--- src/rtl/player_move_if.sv ---
// Wall-memory read port between player_move (master) and the maze wall RAM (slave).
// wall_hit is valid the cycle after wall_rd.
interface player_move_if #(
   parameter int unsigned COORD_W = 4
);
   logic               wall_rd;
   logic [COORD_W-1:0] wall_x;
   logic [COORD_W-1:0] wall_y;
   logic               wall_hit;

   modport master (output wall_rd, output wall_x, output wall_y, input wall_hit);
   modport slave  (input wall_rd, input wall_x, input wall_y, output wall_hit);
endinterface

--- src/rtl/player_move.sv ---
// Grid-movement controller for the maze player: heading, cell position, and
// wall-checked forward steps through a one-cycle-latency wall read port.
// Optional feature: define PLAYER_REPEAT_EN to auto-repeat a held command every
// REPEAT_CYCLES idle cycles.
module player_move #(
   parameter int unsigned MAZE_W        = 16,
   parameter int unsigned MAZE_H        = 16,
   parameter int unsigned COORD_W       = 4,
   parameter int unsigned START_X       = 0,
   parameter int unsigned START_Y       = 0,
   parameter int unsigned GOAL_X        = 15,
   parameter int unsigned GOAL_Y        = 15,
   parameter int unsigned REPEAT_CYCLES = 25_000_000
) (
   input  logic               clk,
   input  logic               rst,
   input  logic [1:0]         cmd,
   player_move_if.master      wall,
   output logic [COORD_W-1:0] pos_x,
   output logic [COORD_W-1:0] pos_y,
   output logic [1:0]         heading,
   output logic               moved,
   output logic               blocked,
   output logic               busy,
   output logic               at_goal
);

   localparam logic [2:0] StIdle  = 3'd0;
   localparam logic [2:0] StTurn  = 3'd1;
   localparam logic [2:0] StQuery = 3'd2;
   localparam logic [2:0] StWait  = 3'd3;
   localparam logic [2:0] StDone  = 3'd4;

   if ((1 << COORD_W) < MAZE_W || (1 << COORD_W) < MAZE_H || REPEAT_CYCLES == 0)
   begin : g_bad_param
      $error("player_move: illegal parameter set");
   end

   logic [2:0]         state_q, state_d;
   logic [1:0]         heading_q, heading_d;
   logic [COORD_W-1:0] pos_x_q, pos_x_d, pos_y_q, pos_y_d;
   logic [1:0]         last_cmd_q, last_cmd_d;
   logic [COORD_W-1:0] tgt_x_q, tgt_x_d, tgt_y_q, tgt_y_d;
   logic               oob_q, oob_d;
   logic               moved_q, moved_d, blocked_q, blocked_d;
   logic               at_goal_q, at_goal_d;
   logic               wall_rd_q, wall_rd_d;
   logic [COORD_W-1:0] wall_x_q, wall_x_d, wall_y_q, wall_y_d;

   logic               rpt_fire;
   logic               accept;
   logic [COORD_W-1:0] nx, ny;
   logic               step_oob;

`ifdef PLAYER_REPEAT_EN
   localparam int unsigned RptW = ($clog2(REPEAT_CYCLES) > 25) ? $clog2(REPEAT_CYCLES) : 25;

   logic [RptW-1:0] rpt_q, rpt_d;

   // Count idle cycles with a held, non-zero command; fire and clear at the period end.
   always_comb begin
      rpt_d    = rpt_q;
      rpt_fire = 1'b0;
      if (state_q == StIdle) begin
         if (cmd == last_cmd_q && cmd != 2'd0 && !at_goal_q) begin
            if (rpt_q == RptW'(REPEAT_CYCLES - 1)) begin
               rpt_fire = 1'b1;
               rpt_d    = '0;
            end else begin
               rpt_d = rpt_q + RptW'(1);
            end
         end else begin
            rpt_d = '0;
         end
      end
   end

   // Repeat counter register; holds while busy (it was cleared on acceptance).
   always_ff @(posedge clk) begin
      if (rst) rpt_q <= '0;
      else     rpt_q <= rpt_d;
   end
`else
   assign rpt_fire = 1'b0;
`endif

   assign accept = (state_q == StIdle) && !at_goal_q && (cmd != 2'd0) &&
                   ((cmd != last_cmd_q) || rpt_fire);

   // Forward target cell; bounds are checked before any add/subtract so nothing wraps.
   always_comb begin
      nx       = pos_x_q;
      ny       = pos_y_q;
      step_oob = 1'b0;
      unique case (heading_q)
         2'd0: if (pos_y_q == '0) step_oob = 1'b1;
               else ny = pos_y_q - COORD_W'(1);
         2'd1: if (pos_x_q == COORD_W'(MAZE_W - 1)) step_oob = 1'b1;
               else nx = pos_x_q + COORD_W'(1);
         2'd2: if (pos_y_q == COORD_W'(MAZE_H - 1)) step_oob = 1'b1;
               else ny = pos_y_q + COORD_W'(1);
         2'd3: if (pos_x_q == '0) step_oob = 1'b1;
               else nx = pos_x_q - COORD_W'(1);
         default: ;
      endcase
   end

   // Next-state logic for the move FSM and its datapath.
   always_comb begin
      state_d    = state_q;
      heading_d  = heading_q;
      pos_x_d    = pos_x_q;
      pos_y_d    = pos_y_q;
      last_cmd_d = last_cmd_q;
      tgt_x_d    = tgt_x_q;
      tgt_y_d    = tgt_y_q;
      oob_d      = oob_q;
      moved_d    = 1'b0;
      blocked_d  = 1'b0;
      at_goal_d  = at_goal_q;
      wall_rd_d  = 1'b0;
      wall_x_d   = wall_x_q;
      wall_y_d   = wall_y_q;
      unique case (state_q)
         StIdle: begin
            last_cmd_d = cmd;
            if (accept) begin
               case (cmd)
                  2'd1: begin
                     state_d = StQuery;
                     tgt_x_d = nx;
                     tgt_y_d = ny;
                     oob_d   = step_oob;
                     if (!step_oob) begin
                        wall_rd_d = 1'b1;
                        wall_x_d  = nx;
                        wall_y_d  = ny;
                     end
                  end
                  2'd2: begin
                     state_d   = StTurn;
                     heading_d = heading_q + 2'd3;
                  end
                  2'd3: begin
                     state_d   = StTurn;
                     heading_d = heading_q + 2'd1;
                  end
                  default: ;
               endcase
            end
         end
         StTurn:  state_d = StIdle;
         StQuery: state_d = StWait;
         StWait: begin
            state_d = StDone;
            if (oob_q || wall.wall_hit) begin
               blocked_d = 1'b1;
            end else begin
               pos_x_d = tgt_x_q;
               pos_y_d = tgt_y_q;
               moved_d = 1'b1;
            end
         end
         StDone: begin
            state_d = StIdle;
            if (pos_x_q == COORD_W'(GOAL_X) && pos_y_q == COORD_W'(GOAL_Y)) at_goal_d = 1'b1;
         end
         default: state_d = StIdle;
      endcase
   end

   // State registers with synchronous reset.
   always_ff @(posedge clk) begin
      if (rst) begin
         state_q    <= StIdle;
         heading_q  <= 2'd0;
         pos_x_q    <= COORD_W'(START_X);
         pos_y_q    <= COORD_W'(START_Y);
         last_cmd_q <= 2'd0;
         tgt_x_q    <= '0;
         tgt_y_q    <= '0;
         oob_q      <= 1'b0;
         moved_q    <= 1'b0;
         blocked_q  <= 1'b0;
         at_goal_q  <= 1'b0;
         wall_rd_q  <= 1'b0;
         wall_x_q   <= '0;
         wall_y_q   <= '0;
      end else begin
         state_q    <= state_d;
         heading_q  <= heading_d;
         pos_x_q    <= pos_x_d;
         pos_y_q    <= pos_y_d;
         last_cmd_q <= last_cmd_d;
         tgt_x_q    <= tgt_x_d;
         tgt_y_q    <= tgt_y_d;
         oob_q      <= oob_d;
         moved_q    <= moved_d;
         blocked_q  <= blocked_d;
         at_goal_q  <= at_goal_d;
         wall_rd_q  <= wall_rd_d;
         wall_x_q   <= wall_x_d;
         wall_y_q   <= wall_y_d;
      end
   end

   assign pos_x        = pos_x_q;
   assign pos_y        = pos_y_q;
   assign heading      = heading_q;
   assign moved        = moved_q;
   assign blocked      = blocked_q;
   assign at_goal      = at_goal_q;
   assign busy         = (state_q != StIdle);
   assign wall.wall_rd = wall_rd_q;
   assign wall.wall_x  = wall_x_q;
   assign wall.wall_y  = wall_y_q;

endmodule

--- src/flat_wrapper.sv ---
// flat-port wrapper written by rule: the top's interface ports become plain ports
module player_move_flat 
#(
   parameter int unsigned MAZE_W        = 16,
   parameter int unsigned MAZE_H        = 16,
   parameter int unsigned COORD_W       = 4,
   parameter int unsigned START_X       = 0,
   parameter int unsigned START_Y       = 0,
   parameter int unsigned GOAL_X        = 15,
   parameter int unsigned GOAL_Y        = 15,
   parameter int unsigned REPEAT_CYCLES = 25_000_000
)
  (clk, rst, cmd, pos_x, pos_y, heading, moved, blocked, busy, at_goal, wall_wall_rd, wall_wall_x, wall_wall_y, wall_wall_hit);
  player_move_if #(.COORD_W(COORD_W)) wall_i ();
  input  logic clk;
  input  logic rst;
  input  logic [1:0] cmd;
  output logic [COORD_W-1:0] pos_x;
  output logic [COORD_W-1:0] pos_y;
  output logic [1:0] heading;
  output logic moved;
  output logic blocked;
  output logic busy;
  output logic at_goal;
  output wire logic [$bits(wall_i.wall_rd)-1:0] wall_wall_rd;
  output wire logic [$bits(wall_i.wall_x)-1:0] wall_wall_x;
  output wire logic [$bits(wall_i.wall_y)-1:0] wall_wall_y;
  input wire logic [$bits(wall_i.wall_hit)-1:0] wall_wall_hit;
  assign wall_wall_rd = wall_i.wall_rd;
  assign wall_wall_x = wall_i.wall_x;
  assign wall_wall_y = wall_i.wall_y;
  assign wall_i.wall_hit = wall_wall_hit;
  player_move #(.MAZE_W(MAZE_W), .MAZE_H(MAZE_H), .COORD_W(COORD_W), .START_X(START_X), .START_Y(START_Y), .GOAL_X(GOAL_X), .GOAL_Y(GOAL_Y), .REPEAT_CYCLES(REPEAT_CYCLES)) u_core (.clk(clk), .rst(rst), .cmd(cmd), .wall(wall_i), .pos_x(pos_x), .pos_y(pos_y), .heading(heading), .moved(moved), .blocked(blocked), .busy(busy), .at_goal(at_goal));
endmodule
--- config.mk ---
export PLATFORM = sky130hd
export DESIGN_NAME = player_move_flat
export DESIGN_NICKNAME = d
export VERILOG_FILES = /design/src/rtl/player_move_if.sv /design/src/rtl/player_move.sv /design/src/flat_wrapper.sv
export SDC_FILE = /design/constraint.sdc
export NUM_CORES = 1
export LEC_CHECK = 0
export CAP_MARGIN = 15
export CORE_MARGIN = 5
export CORE_UTILIZATION = 54
export CTS_CLUSTER_DIAMETER = 30
export DETAILED_ROUTE_END_ITERATION = 8
export PLACE_DENSITY = 0.89
export SYNTH_ARGS = -nofsm -noshare
export SYNTH_HDL_FRONTEND = slang
export SYNTH_SLANG_ARGS = --single-unit
--- constraint.sdc ---
create_clock -name clk -period 2.5 [get_ports clk]
set_clock_uncertainty 0.2 [all_clocks]
set_input_delay 0.5 -clock clk [delete_from_list [all_inputs] [get_ports clk]]
set_output_delay 0.5 -clock clk [all_outputs]
set_load 0.05 [all_outputs]
======== Word level (Yosys, flattened, before mapping) ========
Cells that the tools add are included.
operators by class
  reduce and logical (&&, ||, !) cells .... 22
  mux-type cells .......................... 18
  bitwise operators ....................... 6
  equal/unequal tests ..................... 14
  add/sub/neg operators ................... 6
operators by type and width
  cell                                                                   number
  4-bit two-way mux                                                      4
  4-bit case mux with 2 select lines                                     2
  3-bit case mux with 3 select lines                                     1
  4-bit by 1-bit adder with 4-bit output, second input constant          2
  2-bit equality test, second input constant                             4
  4-bit equality test, second input constant                             2
  4-bit zero test                                                        2
  4-bit by 1-bit subtractor with 4-bit output, second input constant     2
  1-bit two-way mux                                                      7
  3-bit by 2-bit equality test with 1-bit output, second input constant  2
  1-bit NOT                                                              6
  3-bit case mux with 2 select lines                                     1
  2-bit AND reduction                                                    3
  3-bit AND reduction                                                    2
  2-bit by 1-bit equality test with 1-bit output, second input constant  2
  1-bit logical AND                                                      4
  1-bit case mux with 4 select lines                                     1
  2-bit case mux with 2 select lines                                     1
  4-bit AND reduction                                                    1
  2-bit nonzero test                                                     2
  2-bit OR reduction                                                     2
  4-bit OR reduction                                                     1
  3-bit equality test, second input constant                             1
  3-bit zero test                                                        1
  10 further kinds                                                       10
word-level totals
  input bits .............................. 5
  bits in registers ....................... 36
  word-level logic and storage cells ...... 80
  output and inout port bits .............. 23

======== Logic depth before layout (Yosys ltp) ========
  word-level depth ........................ 6
  depth in mapped cells ................... 7
  gate-level depth less buffers ........... 6

======== Least setup slack after synthesis ========
OpenSTA, ideal clock, no wires.
  path kind ............................... flip-flop to flip-flop
  from .................................... register u_core.pos_y_q[0], in the netlist u_core.pos_y[0]
  to ...................................... register u_core.wall_x_q[1], in the netlist u_core.wall.wall_x[1]
  library setup time ...................... 82 ps
  slack ................................... 19 ps
  clock period less this slack ............ 2481 ps
  arrival ................................. 2199 ps
  path buffers ............................ 1
  data required time ...................... 2218 ps
  cell stages (with the launch flop) ...... 8
  path through ............................ dfxtp_1 -> clkbuf_1 -> inv_1 -> ha_1 -> nor2b_1 -> a221oi_4 -> o211ai_1 -> o221ai_1
on the way
  longest elaborated chain between the ends .. 5
  elaborated cells between the ends (all ways) .. 7
  classes of those cells .................. eq/ne: 1; mux: 3; bitwise: 1; reduce/logical: 2
RTL lines
  what                                                    RTL line                               source
  from (decl)                                             player_move.sv:41                      logic [COORD_W-1:0] pos_x_q, pos_x_d, pos_y_q, pos_y_d;
  from (signal assigned)                                  player_move.sv:178                     pos_y_q <= COORD_W'(START_Y);
  from (signal assigned)                                  player_move.sv:193                     pos_y_q <= pos_y_d;
  4-bit equality test or 4-bit zero test (tied branches)  player_move.sv:100, player_move.sv:96
  1-bit two-way mux, on equally long branches             player_move.sv:100, player_move.sv:96
  1-bit case mux with 4 select lines *                    player_move.sv:95                      unique case (heading_q)
  1-bit NOT (no line) *                                   n/a
  4-bit AND reduction (no line) *                         n/a
  to (signal assigned)                                    player_move.sv:202                     wall_x_q <= wall_x_d;
  to (decl)                                               player_move.sv:48                      logic [COORD_W-1:0] wall_x_q, wall_x_d, wall_y_q, wall_y_d;
Every way passes the cells marked *; elsewhere a longest branch is shown, timed or not.
A chain may end at the register's enable or synchronous reset.

======== Worst setup path after layout ========
  from .................................... register u_core.state_q[2]
  to ...................................... output port busy
on the way
  longest elaborated chain between the ends .. 1
RTL lines
  what                    RTL line            source
  from (decl)             player_move.sv:39   logic [2:0] state_q, state_d;
  from (signal assigned)  player_move.sv:175  state_q <= StIdle;
  from (signal assigned)  player_move.sv:190  state_q <= state_d;
  3-bit nonzero test      player_move.sv:213  assign busy = (state_q != StIdle);
  to (decl)               flat_wrapper.sv:23  output logic busy;
No other way between the ends.

==> results.ini <==
[min_path]
hp-start = u_core.tgt_x_q[2]
hold_end = u_core.tgt_x_q[2]
min_path_cells = 2
worst_hold_path_type = register to register

[sta]
hold_viol_final = 0
grt_setup_unrepaired = no
max_freq_mhz = 411
hold_ws_ns = 0.266
slew_violations = 0
period_needed_ns = 2.43
worst_pin_slew_ns = 0.617
setup_viol = 0
finalSetupTns_ns = 0
fin_crit_sh = 0.972
relSlewSlack = 0.588

[layout]
num_antenna_cells = 0
final_cell_mix = 35 x dfxtp_1, 24 x clkdlybuf4s50_1, 20 x nor2_1, 13 x mux2i_1, 11 x inv_1
syn_to_final_growth_pct = 19.6
layout_commonest_cell = dfxtp_1
final-instance-count-excl-fill = 299
nets = 259
drive_gt1_frac = 0.112

[power_and_ir_drop]
p_leak_nw = 0.875
peakVddDrop_mv = 0.351
pwr_density_cell_nw_per_um2 = 589

[logic_synthesis]
post_synth_mux_area_share = 0.0648
ys_ff_latch = 36
synthAdderAreaFrac = 0.0249
synth_top_family_by_area = simple AND/OR/NAND/NOR gates
synth-edff-count = 0
yosysSeqAreaShare = 0.359
syn_inst = 227
synthesis.nets = 236
synth_xor_area_frac = 0.0174
yosysUniqueCellTypes = 57
synth-compound-area-share = 0.194
synth_ff_type = dfxtp_1
synth_warnings = 0
synthSimpleGateAreaFrac = 0.255
netlist_area_sq_um = 2010
synth-async-reset-ratio = 0
syn_area_per_cell_sq_um = 8.85

[placement]
post-dp-hpwl_microns = 3240
place_inst = 291
place.gp.congestion = 0.833
numPortBuffers = 27

[route]
viasPerCell = 6.09
ant_nets = 0
drt_iter0_drc = 158
drc = 0
routed_wl_microns = 4800
drt_pass1_iterations = 4
routedWlPerCell_microns = 16.1
vias = 1821

[grt]
grt_pass1_wl_microns = 8210
grtUsageTotal = 0.204
overflow = 0
antenna_found_initial = 0
grt_pass1_vias = 1814
grt_start_max_net_pins = 27

[worst_setup_path]
worst_r2r_path_depth = 6
crit_required_ns = 1.80
startpoint_type = register
r2r_start = u_core.pos_y[0]
r2r_end = u_core.wall.wall_y[1]
path_class = register to output port
end_kind = output port
regToRegSetupSlack_ns = 0.26
cp.arrival_ns = 1.73
critPathMaxFanout = 7

[floorplanning]
start_util = 0.553
die_h_microns = 71
die_w_microns = 71
fp-row-count = 22
design.die.area_sq_um = 5040
ioPinCount = 28
coreArea_sq_um = 3630

[clock_tree]
max-clock-path-buffers = 2
numCtsBuffers = 5
cts.sinks = 36
cts_root_buffer = clkbuf_8
cts-htree-levels = 2
clk_latency_ns = 0.29
path_clk_slew_ns = 0.07
postCtsSetupRepairBufs = 0
cts_tree = yes

[job]
cap_violations = 0

[status]
status = finished, final reports clean

==> worst max-delay path, cell delays in order (launching register included) <==
cell and delay, ns:
dfxtp_1 0.48, nor3_1 0.10, inv_1 0.06, clkdlybuf4s50_1 0.79
==> how the worst max path moves through the flow <==
stage	cells past startpoint	start	to	slack, ns
after global routing	3	u_core.state_q[2]	busy	0.02
after CTS	1	u_core.pos_y[2]	pos_y[2]	0.07
after detailed placement	6	u_core.pos_y[0]	u_core.wall.wall_y[1]	0.16
after floorplan	7	u_core.pos_y[0]	u_core.wall.wall_x[1]	0.02
after global placement	6	u_core.pos_y[0]	u_core.wall.wall_y[1]	0.24
final	3	u_core.state_q[2]	busy	0.07
==> timing repair <==
action | in CTS | in global routing
setup endpoints to repair | 0 | 6
hold buffers | 0 | 0
gates resized for setup | 0 | 2
hold endpoints to repair | 0 | 0
==> power breakdown <==
group | internal (W) | leakage [nW] | switching [W] | total (W)
Combinational | 0.000103 | 0.528 | 0.000169 | 0.000272
Sequential | 0.000601 | 0.293 | 0.0000353 | 0.000636
Clock | 0.000295 | 0.0541 | 0.000213 | 0.000508
Total | 0.000999 | 0.875 | 0.000418 | 0.00142
==> per-stage QoR <==
| step | area, sq um | setup WS [ns] | total power (W) | utilization |
|---|---|---|---|---|
| 2_1_floorplan | 2010 | 0.0186 | 0.000848 | - |
| 3_3_place_gp | 2290 | 0.241 | 0.000908 | 0.630 |
| 3_5_place_dp | 2290 | 0.164 | 0.000915 | 0.630 |
| 4_1_cts | 2400 | 0.0702 | 0.00142 | 0.660 |
| 5_1_grt | 2400 | 0.0170 | 0.00148 | 0.662 |
| 6_report | 2400 | 0.0691 | 0.00142 | 0.662 |
==> cell usage after synthesis (all sizes together) (6+ instances only) <==
library cell	n	area share
dfxtp	36	0.36
nor2	20	0.037
mux2i	13	0.065
buf	12	0.049
inv	12	0.022
nand2	10	0.019
nand3	10	0.025
and3	8	0.026
clkbuf	7	0.013
nand4	7	0.022
nor2b	7	0.022
a211oi	6	0.027
nand2b	6	0.019
==> flip-flops by register name, summed over array words and instances (netlist names), 3 cells and up <==
register and cells:
u_core.pos_x 4, u_core.tgt_y_q 4, u_core.wall.wall_x 4, u_core.tgt_x_q 4, u_core.state_q 3, u_core.pos_y 4, u_core.wall.wall_y 4
==> logic make-up after synthesis <==
family | Yosys count
and+or+nand+nor | 92
AOI/OAI and AO/OA | 47
DFF | 36
buffers and inverters | 31
muxes | 13
xor gates and xnor gates | 4
adders and majority gates | 4
==> per-layer routing <==
| layer | track usage | vias to the layer above | wire, microns |
|---|---|---|---|
| li1 | - | 874 | - |
| met5 | 0 | - | 0 |
| met1 | 0.250 | 874 | 2110 |
| met3 | 0.0540 | 14 | 276 |
| met2 | 0.325 | 59 | 2290 |
| met4 | 0.113 | 0 | 119 |
==> area by class of cell <==
class,count,area [sq um]
fill,329,1230
multi-input combinational,160,1120
sequential,36,722
timing repair buffer,35,340
clock buffer,5,68.8
tap,48,60.1
inverter,12,45.0
clock inverter,3,42.5
(Power assumes the default switching activity.)
